`src/rtl/motor_phase_decoder_pkg.sv`:
```
// Shared definitions for the stepper drive-pattern decoder.
// Holds the one-hot phase codes, the motion state encoding, the default
// step geometry and the step-length helper used for position bookkeeping.
package motor_phase_decoder_pkg;

    // One-hot drive codes, phase index 0..3, plus the all-off idle code
    localparam logic [3:0] PH0     = 4'b0001;
    localparam logic [3:0] PH1     = 4'b0010;
    localparam logic [3:0] PH2     = 4'b0100;
    localparam logic [3:0] PH3     = 4'b1000;
    localparam logic [3:0] PH_IDLE = 4'b0000;

    // Default step geometry: 24 short + 8 long positions = 200 steps/rev
    localparam int unsigned STEP_SHORT_DFLT = 6;
    localparam int unsigned STEP_LONG_DFLT  = 7;
    localparam int unsigned SUB_W           = 3;

    typedef enum logic [1:0] {
        STOP = 2'd0,
        FWD  = 2'd1,
        REV  = 2'd2
    } motion_e;

    // Steps needed to leave a position; every fourth position is long
    function automatic logic [SUB_W-1:0] steps(
        input logic [1:0]       p_lo,
        input logic [SUB_W-1:0] s_short,
        input logic [SUB_W-1:0] s_long
    );
        return (p_lo == 2'd3) ? s_long : s_short;
    endfunction

endpackage

```
`src/rtl/motor_phase_decoder_idx.sv`:
```
// Combinational phase-code classifier for the 4-bit stepper drive pattern.
// Ports:
//   motor_drv  observed drive pattern
//   valid      pattern is one of the four one-hot phase codes
//   idle       pattern is all-off
//   idx        phase index 0..3 (meaningful only when valid)
module motor_phase_idx
    import motor_phase_decoder_pkg::*;
(
    input  logic [3:0] motor_drv,
    output logic       valid,
    output logic       idle,
    output logic [1:0] idx
);

    // Anything that is neither one-hot nor all-off is illegal (valid=idle=0)
    always_comb begin
        valid = 1'b0;
        idle  = 1'b0;
        idx   = 2'd0;
        case (motor_drv)
            PH0:     begin valid = 1'b1; idx = 2'd0; end
            PH1:     begin valid = 1'b1; idx = 2'd1; end
            PH2:     begin valid = 1'b1; idx = 2'd2; end
            PH3:     begin valid = 1'b1; idx = 2'd3; end
            PH_IDLE: idle = 1'b1;
            default: ;
        endcase
    end

endmodule

```
`src/rtl/motor_phase_decoder.sv`:
```
// Position monitor for a 4-phase stepper: decodes the one-hot drive pattern
// into forward/reverse steps, tracks dial position and sub-step offset,
// tracks motion state and flags sequence faults.
// Optional macro MTR_DEC_SYNC_EN inserts a 2-flop synchronizer on motor_drv
// (decode latency becomes 3 cycles instead of 1).
// Ports:
//   drv_clk, reset (async, active-high)
//   motor_drv  observed drive pattern;  clear_err  clears sticky errors
//   pos, substep, at_pos               dial location
//   step_fwd, step_rev, wrap           one-cycle event pulses
//   moving, dir                        motion state / last direction (1=rev)
//   err_skip, err_code                 sticky fault flags
module motor_phase_decoder
    import motor_phase_decoder_pkg::*;
#(
    parameter int unsigned POS_W      = 5,
    parameter int unsigned STEP_SHORT = STEP_SHORT_DFLT,
    parameter int unsigned STEP_LONG  = STEP_LONG_DFLT,
    parameter int unsigned IDLE_CYC   = 8
) (
    input  logic             drv_clk,
    input  logic             reset,
    input  logic [3:0]       motor_drv,
    input  logic             clear_err,
    output logic [POS_W-1:0] pos,
    output logic [2:0]       substep,
    output logic             at_pos,
    output logic             step_fwd,
    output logic             step_rev,
    output logic             wrap,
    output logic             moving,
    output logic             dir,
    output logic             err_skip,
    output logic             err_code
);

    localparam int unsigned IDLE_W = $clog2(IDLE_CYC + 1);

    logic [3:0] drv;

`ifdef MTR_DEC_SYNC_EN
    // Two-flop synchronizer for pin-sourced or foreign-clock drive
    logic [3:0] sync_q1;
    logic [3:0] sync_q2;

    always_ff @(posedge drv_clk or posedge reset) begin
        if (reset) begin
            sync_q1 <= PH_IDLE;
            sync_q2 <= PH_IDLE;
        end else begin
            sync_q1 <= motor_drv;
            sync_q2 <= sync_q1;
        end
    end

    assign drv = sync_q2;
`else
    assign drv = motor_drv;
`endif

    logic       code_valid;
    logic       code_idle;
    logic [1:0] code_idx;

    motor_phase_idx u_idx (
        .motor_drv (drv),
        .valid     (code_valid),
        .idle      (code_idle),
        .idx       (code_idx)
    );

    motion_e           state, state_nxt;
    logic [1:0]        last_idx, last_idx_nxt;
    logic [IDLE_W-1:0] idle_cnt, idle_cnt_nxt;
    logic [POS_W-1:0]  pos_nxt, pos_dec;
    logic [2:0]        substep_nxt;
    logic              fwd_nxt, rev_nxt, wrap_nxt, dir_nxt;
    logic              err_skip_nxt, err_code_nxt;
    logic [1:0]        delta;
    logic [2:0]        len_cur, len_prev;

    assign delta    = code_idx - last_idx;
    assign pos_dec  = pos - POS_W'(1);
    assign len_cur  = steps(pos[1:0], SUB_W'(STEP_SHORT), SUB_W'(STEP_LONG));
    assign len_prev = steps(pos_dec[1:0], SUB_W'(STEP_SHORT), SUB_W'(STEP_LONG));

    // State register
    always_ff @(posedge drv_clk or posedge reset) begin
        if (reset) state <= STOP;
        else       state <= state_nxt;
    end

    // Next-state: step classification, position bookkeeping, motion FSM, errors
    always_comb begin
        state_nxt    = state;
        last_idx_nxt = last_idx;
        idle_cnt_nxt = idle_cnt;
        pos_nxt      = pos;
        substep_nxt  = substep;
        fwd_nxt      = 1'b0;
        rev_nxt      = 1'b0;
        wrap_nxt     = 1'b0;
        dir_nxt      = dir;
        err_skip_nxt = err_skip & ~clear_err;
        err_code_nxt = err_code & ~clear_err;

        if (code_valid) begin
            last_idx_nxt = code_idx;
            case (delta)
                2'd1:    fwd_nxt = 1'b1;
                2'd3:    rev_nxt = 1'b1;
                2'd2:    err_skip_nxt = 1'b1;
                default: ;
            endcase
        end else if (!code_idle) begin
            err_code_nxt = 1'b1;
        end

        if (fwd_nxt) begin
            if (substep + 3'd1 == len_cur) begin
                pos_nxt     = pos + POS_W'(1);
                substep_nxt = 3'd0;
                wrap_nxt    = (pos == {POS_W{1'b1}});
            end else begin
                substep_nxt = substep + 3'd1;
            end
        end else if (rev_nxt) begin
            if (substep == 3'd0) begin
                pos_nxt     = pos_dec;
                substep_nxt = len_prev - 3'd1;
                wrap_nxt    = (pos == '0);
            end else begin
                substep_nxt = substep - 3'd1;
            end
        end

        // Idle counter saturates at IDLE_CYC, where motion is declared stopped
        if (fwd_nxt || rev_nxt) begin
            idle_cnt_nxt = '0;
        end else if (idle_cnt != IDLE_W'(IDLE_CYC)) begin
            idle_cnt_nxt = idle_cnt + IDLE_W'(1);
        end

        if (fwd_nxt) begin
            state_nxt = FWD;
            dir_nxt   = 1'b0;
        end else if (rev_nxt) begin
            state_nxt = REV;
            dir_nxt   = 1'b1;
        end else if (idle_cnt_nxt == IDLE_W'(IDLE_CYC)) begin
            state_nxt = STOP;
        end
    end

    // Registered datapath and outputs
    always_ff @(posedge drv_clk or posedge reset) begin
        if (reset) begin
            last_idx <= 2'd0;
            idle_cnt <= '0;
            pos      <= '0;
            substep  <= 3'd0;
            at_pos   <= 1'b1;
            step_fwd <= 1'b0;
            step_rev <= 1'b0;
            wrap     <= 1'b0;
            moving   <= 1'b0;
            dir      <= 1'b0;
            err_skip <= 1'b0;
            err_code <= 1'b0;
        end else begin
            last_idx <= last_idx_nxt;
            idle_cnt <= idle_cnt_nxt;
            pos      <= pos_nxt;
            substep  <= substep_nxt;
            at_pos   <= (substep_nxt == 3'd0);
            step_fwd <= fwd_nxt;
            step_rev <= rev_nxt;
            wrap     <= wrap_nxt;
            moving   <= (state_nxt != STOP);
            dir      <= dir_nxt;
            err_skip <= err_skip_nxt;
            err_code <= err_code_nxt;
        end
    end

endmodule

```
`config.mk`:
```
export PLATFORM = sky130hd
export DESIGN_NAME = motor_phase_decoder
export DESIGN_NICKNAME = d
export VERILOG_FILES = /design/src/rtl/motor_phase_decoder_pkg.sv /design/src/rtl/motor_phase_decoder_idx.sv /design/src/rtl/motor_phase_decoder.sv
export SDC_FILE = /design/constraint.sdc
export NUM_CORES = 1
export LEC_CHECK = 0
export BUFFER_PORTS_ARGS = -buffer_cell sky130_fd_sc_hd__buf_2
export CORE_MARGIN = 2
export CORE_UTILIZATION = 51
export CTS_CLUSTER_DIAMETER = 120
export DETAILED_ROUTE_END_ITERATION = 10
export PLACE_DENSITY_LB_ADDON = 0.2
export SYNTH_ARGS = -nofsm -noshare
export SYNTH_HDL_FRONTEND = slang
export SYNTH_SLANG_ARGS = --single-unit
```
`constraint.sdc`:
```
create_clock -name drv_clk -period 2 [get_ports drv_clk]
set_clock_uncertainty 0.15 [all_clocks]
set_input_delay 0 -clock drv_clk [delete_from_list [all_inputs] [get_ports drv_clk]]
set_output_delay 0 -clock drv_clk [all_outputs]
set_load 0.02 [all_outputs]
```
* Yosys cells after proc, flatten, opt, wreduce, memory -nomap -nowiden
Cells that the tools add are included.
Storage, ports and cells: bits in registers 24, output and inout bits 16
Operators by class: $add $sub $neg 7, eq/ne operators 14, mux-type cells 32, bitwise operators 3, reduce and logical (&&, ||, !) cells 10
Operators by type and width (number):
- $mux W5 | 4
- $mux W1 | 18
- $mux W3 | 4
- $eq A2 B2 Y1 const B | 4
- $eq A4 B4 Y1 const B | 2
- $mux W4 | 2
- $logic_not A3 Y1 | 2
- $mux W2 | 3
- $pmux W2 S3 | 1
- $reduce_bool A2 Y1 | 3
- $add A5 B1 Y5 const B | 1
- $eq A5 B5 Y1 const B | 1
- $logic_not A5 Y1 | 1
- $sub A5 B1 Y5 const B | 1
- $add A4 B1 Y4 const B | 1
- $eq A4 B1 Y1 const B | 1
- $eq A4 B2 Y1 const B | 1
- $eq A4 B3 Y1 const B | 1
- $logic_not A4 Y1 | 1
- $ne A4 B4 Y1 const B | 1
- $reduce_or A4 Y1 | 1
- $add A3 B1 Y3 const B | 1
- $eq A3 B3 Y1 | 1
- $reduce_and A3 Y1 | 1
- other kinds (8) | 9

* Logic depth before layout (Yosys ltp)
word-level depth 13, gate-level depth with buffers 9

* Hierarchy
A second synthesis with hierarchy kept.
Unflattened totals: cell total of the unflattened synthesis 134, area, all modules 1381.3 µm²
By module, submodules not included:
- motor_phase_decoder | times used 1, cells an instance 125, area an instance 1316.3 µm², seq. area each 601.8 µm²
- motor_phase_idx | times used 1, cells an instance 9, area an instance 65.1 µm², seq. area each 0.0 µm²

* Worst setup path after synthesis
OpenSTA, ideal clock, no wires.
path type input to register, from input port motor_drv[3], to register substep[0], arrival 2007 ps, path slack -222 ps, stages 9, cell sequence buf_6 xnor2_1 or3_1 ha_1 xnor2_1 nor3_4 or4_4 a21oi_2 or2_1
On the way: longest elaborated chain between the ends 8
RTL lines:
- start, declared | line motor_phase_decoder.sv:23 | input logic [3:0] motor_drv,
- $eq A4 B4 Y1 (tied with other cells) | line motor_phase_decoder_idx.sv:21 | case (motor_drv)
- $pmux W2 S3 | line motor_phase_decoder_idx.sv:21
- $sub A2 B2 Y2 | line motor_phase_decoder.sv:82 | assign delta = code_idx - last_idx;
- $eq A2 B2 Y1 | line motor_phase_decoder.sv:109 | case (delta)
- $mux W1 | line motor_phase_decoder.sv:109
- $mux W1 | line motor_phase_decoder.sv:107 | if (code_valid) begin
- $mux W3 | line motor_phase_decoder.sv:127 | end else if (rev_nxt) begin
- $mux W3 * | line motor_phase_decoder.sv:119 | if (fwd_nxt) begin
- named net substep_nxt[0] | line motor_phase_decoder.sv:76 | logic [2:0] substep_nxt;
- end signal, assigned | line motor_phase_decoder.sv:174 | substep <= substep_nxt;
- end, declared | line motor_phase_decoder.sv:26 | output logic [2:0] substep,
Mark *: on every way through the listed nets, which the timed path passes. The rest lies on a longest branch. A chain may end at the register's enable or synchronous reset.

* Worst setup path in the final report
from register last_idx[0], to register at_pos
On the way: longest elaborated chain between the ends 7
RTL lines:
- start, declared | line motor_phase_decoder.sv:73 | logic [1:0] last_idx, last_idx_nxt;
- start signal, assigned | line motor_phase_decoder.sv:171 | last_idx <= last_idx_nxt;
- $sub A2 B2 Y2 * | line motor_phase_decoder.sv:82
- $eq A2 B2 Y1 | line motor_phase_decoder.sv:109
- $mux W1 | line motor_phase_decoder.sv:109
- $mux W1 | line motor_phase_decoder.sv:107
- $mux W3 | line motor_phase_decoder.sv:127
- $mux W3 * | line motor_phase_decoder.sv:119
- named net substep_nxt[2] | line motor_phase_decoder.sv:76
- $logic_not A3 Y1 * | line motor_phase_decoder.sv:175 | at_pos <= (substep_nxt == 3'd0);
- end signal, assigned | line motor_phase_decoder.sv:175
- end, declared | line motor_phase_decoder.sv:27 | output logic at_pos,
Marks and branches as above.

==> impl_results.md <==
- Slowest cell on crit path: sky130_fd_sc_hd__dfrtp_1
- Worst-skew pair later-pin latency: between 0.3 and 0.4 ns
- Setup violation total in the final timing report: 0
- Drt wl/cell: about 17 um
- Endpoint kind of the worst setup timing path: register
- Setup WS post-layout: ~0.0046 ns
- Antenna-violating nets left: 0
- Ratio of total power to cell area: 1259 nW/um^2
- Final period utilization: 0.9977
- Delay of the slowest cell on the worst path: 0.44 ns
- Vias/cell: 6.013
- Boundary Pins: 23
- Status: completed
- Top_reg_cell synth: sky130_fd_sc_hd__dfrtp_1
- Deepest level of the CTS H-tree: 1
- Category of the critical setup timing path: register to register
- Post-Layout Inst Area: 2092 um^2
- Number of enable flip-flop cells after synthesis: 0
- Detailed placer's ending HPWL: roughly 2800 um
- Static leakage: approximately 0.96 nW
- Fin. Hold Viols: 0
- Cells along the critical path: ha_4 > xnor2_4 > nor3_2 > o211a_1 > o32a_1 > nor4_2
- Die Footprint: 3589 um^2
- Placed Cells incl. Taps: approximately 220
- Synth top area share: 0.3611
- Antenna violations before repair: 0
- Via total after detailed routing: between 1000 and 1500
- Clock transition at the registers of the reported paths: between 0.1 and 0.15 ns
- Final slew viol count: 0
- Synth area leader: sky130_fd_sc_hd__dfrtp_1
- Vias in the first global route: approximately 1300
- Core area: about 3000 um^2
- First drt pass iteration count: 4
- Share of final-layout standard cells stronger than drive strength 1: 0.4000
- Number of standard-cell rows in the floorplan: 20
- Layout overhead on the synthesized area: 31.24%
- Worst EP required: ~2.1 ns
- Mean Syn Cell Area: 10.63 um^2
- Filler cell count: roughly 230
- Max-capacitance violation count: 0
- Number of buffers inserted by port buffering: 22
- First-pass GRT wire length: 6065 um
- Overall power after layout: around 2.6 mW
- Layout net count: between 200 and 250
- Utilization after layout: 0.6967
- Post-Layout Cell Count: 228
- Async SR Flop Fraction: 1.000
- Worst Max-Slew Pin Slew: ~0.45 ns
- Worst path buffer plus inverter count: 0
- Hold WS: roughly 0.024 ns
- CTS root buf: sky130_fd_sc_hd__clkbuf_4
- Remaining global-route overflow: 0
- Post-Place Cell Area: 1927 um^2
- Setup TNS: 0 ns
- TritonCTS buffer count: 3
- Min-delay worst type: input pin to async pin
- All-Layer GR Usage: 0.2268
- Vertical die dimension: around 60 um
- Post-synthesis cell area: around 1600 um^2
- Crit path max fanout: 4
- Relative slew margins: 0.6980
- Achievable Freq: ~500 MHz
- FF/Latch Area: 604.3 um^2
- Distinct cell type count after synthesis: 54
- Data arrival time of the worst path: around 2.1 ns
- Highest routed metal layer: met4
- Critical Path Start Type: register
- Met1 wire length: around 1600 um
- ANT cells: 0
- Shortest clock period the worst path allows after layout: between 1.5 and 2 ns
- Number of violations reported at the end of detailed-routing iteration 0: 62
- Buffer levels on the longest clock path: 2
- Family with the most delay on the worst path: compound AO/OA/AOI/OAI gates
- Setup repair after global routing missed its margin: true
- Routed wire length: around 3800 um
- Post-route DRC violation count: 0
- Largest cells by area after synthesis: sky130_fd_sc_hd__dfrtp_1 (36%), sky130_fd_sc_hd__ha_1 (7.8%), sky130_fd_sc_hd__xor2_1 (3.8%)
- Post-place setup slack: -0.2474 ns
- Horizontal extent of the die: ~60 um
- Synth Instances: 150
- Initial core utilization: 0.5308
- Sinks on the clock net: 24
- Syn nets: between 150 and 200
- Synthesis Warnings: 0
- Combined area of the multi-input logic cells: approximately 1100 um^2
- Met3 wire length: roughly 160 um
- Synthesis-stage register bit count: 24
- Clock tree from TritonCTS: done
- Final weighted congestion in routability-driven placement: 0.9002
- Pin count of the biggest net entering global routing: 18
- Portion of the post-synthesis area used by sequential elements: 0.3776
- Worst vdd rail ir drop: about 0.76 mV
- Met2 WL: a little under 2000 um
where the power goes:
group / internal (mW) / switching (mW)
sequential: 0.652 / 0.166
combinational: 0.621 / 0.836
clock: 0.203 / 0.157
total: 1.48 / 1.16
worst min-delay path: stages:
cell                            delay, ns
sky130_fd_sc_hd__dlygate4sd3_1       0.54
sky130_fd_sc_hd__buf_2               0.12
sky130_fd_sc_hd__inv_1               0.27
registers in the layout, indices dropped and copies added (netlist names):
register,count
dir,1
step_rev,1
pos,5
step_fwd,1
moving,1
at_pos,1
last_idx,2
substep,3
state,2
wrap,1
idle_cnt,4
err_code,1
err_skip,1
synthesized netlist by cell type, types with 2 or more instances:
library cell	instances
sky130_fd_sc_hd__or2_1	2
sky130_fd_sc_hd__o41ai_1	2
sky130_fd_sc_hd__nand2_1	6
sky130_fd_sc_hd__and3_1	3
sky130_fd_sc_hd__buf_6	2
sky130_fd_sc_hd__xnor2_1	4
sky130_fd_sc_hd__nor3_1	4
sky130_fd_sc_hd__a21o_1	4
sky130_fd_sc_hd__ha_1	10
sky130_fd_sc_hd__a21oi_1	3
sky130_fd_sc_hd__and2_1	4
sky130_fd_sc_hd__a31oi_1	2
sky130_fd_sc_hd__a221oi_1	2
sky130_fd_sc_hd__inv_1	10
sky130_fd_sc_hd__nor4b_2	2
sky130_fd_sc_hd__dfrtp_1	23
sky130_fd_sc_hd__nor2_1	8
sky130_fd_sc_hd__o21ai_1	3
sky130_fd_sc_hd__mux2i_1	3
sky130_fd_sc_hd__xor2_1	7
sky130_fd_sc_hd__nor2_2	2
sky130_fd_sc_hd__a21oi_2	3
sky130_fd_sc_hd__a311oi_1	2
sky130_fd_sc_hd__o2111ai_1	3
sky130_fd_sc_hd__nand3_1	7
logic make-up after synthesis:
group,share of synthesized area
muxes,0.01884
xor gates and xnor gates,0.08792
AOI/OAI and AO/OA,0.1829
adders and majority gates,0.08477
buffers and inverters,0.04239
DFF,0.3776
and+or+nand+nor,0.2057
final timing paths:
kind                         startpoint     endpoint  slack, ns  depth (start not counted)
hold / removal                    reset     err_code       0.02                          3
min in group drv_clk       motor_drv[2]  last_idx[1]       0.10                          5
max in group asynchronous         reset       pos[0]       1.11                          4
setup / recovery            last_idx[0]       at_pos      0.005                          6
setup reg to reg            last_idx[0]       at_pos      0.005                          6
hold reg to reg                state[0]     state[0]       0.34                          1
per-layer routing:
metal  GRT usage  up-vias
met4     0.07619        0
met3     0.02597        4
met2      0.3882       37
li1            -      642
met5           0        -
met1      0.2954      688
timing repair:
item / CTS / global route
hold buffers: 6 / 0
endpoints found under the setup margin: 6 / 6
gates resized for setup: 3 / 6
buffers inserted: 0 / 0
hold endpoints to repair: 28 / 0
cloned: 1 / 0
layout make-up:
class                      instances  area share
multi-input combinational        114      0.5132
sequential                        24      0.2889
timing repair buffer              43      0.1352
tap                               33     0.01974
inverter                          10     0.01794
clock inverter                     1     0.01435
clock buffer                       3     0.01077
layout by cell type, fill, tap and decap left out, types with 4 or more instances in the layout:
cell type / synthesis / routed
sky130_fd_sc_hd__inv_1: 10 / 10
sky130_fd_sc_hd__buf_4: 1 / 15
sky130_fd_sc_hd__ha_1: 10 / 9
sky130_fd_sc_hd__buf_2: 0 / 22
sky130_fd_sc_hd__nor2_1: 8 / 8
sky130_fd_sc_hd__and2_1: 4 / 4
sky130_fd_sc_hd__nor3_1: 4 / 4
sky130_fd_sc_hd__nand2_1: 6 / 6
sky130_fd_sc_hd__xor2_1: 7 / 4
sky130_fd_sc_hd__a21o_1: 4 / 4
sky130_fd_sc_hd__dfrtp_1: 23 / 21
sky130_fd_sc_hd__nand3_1: 7 / 7
sky130_fd_sc_hd__dlygate4sd3_1: 0 / 6
Note: power is estimated with default switching activity, not from simulation.
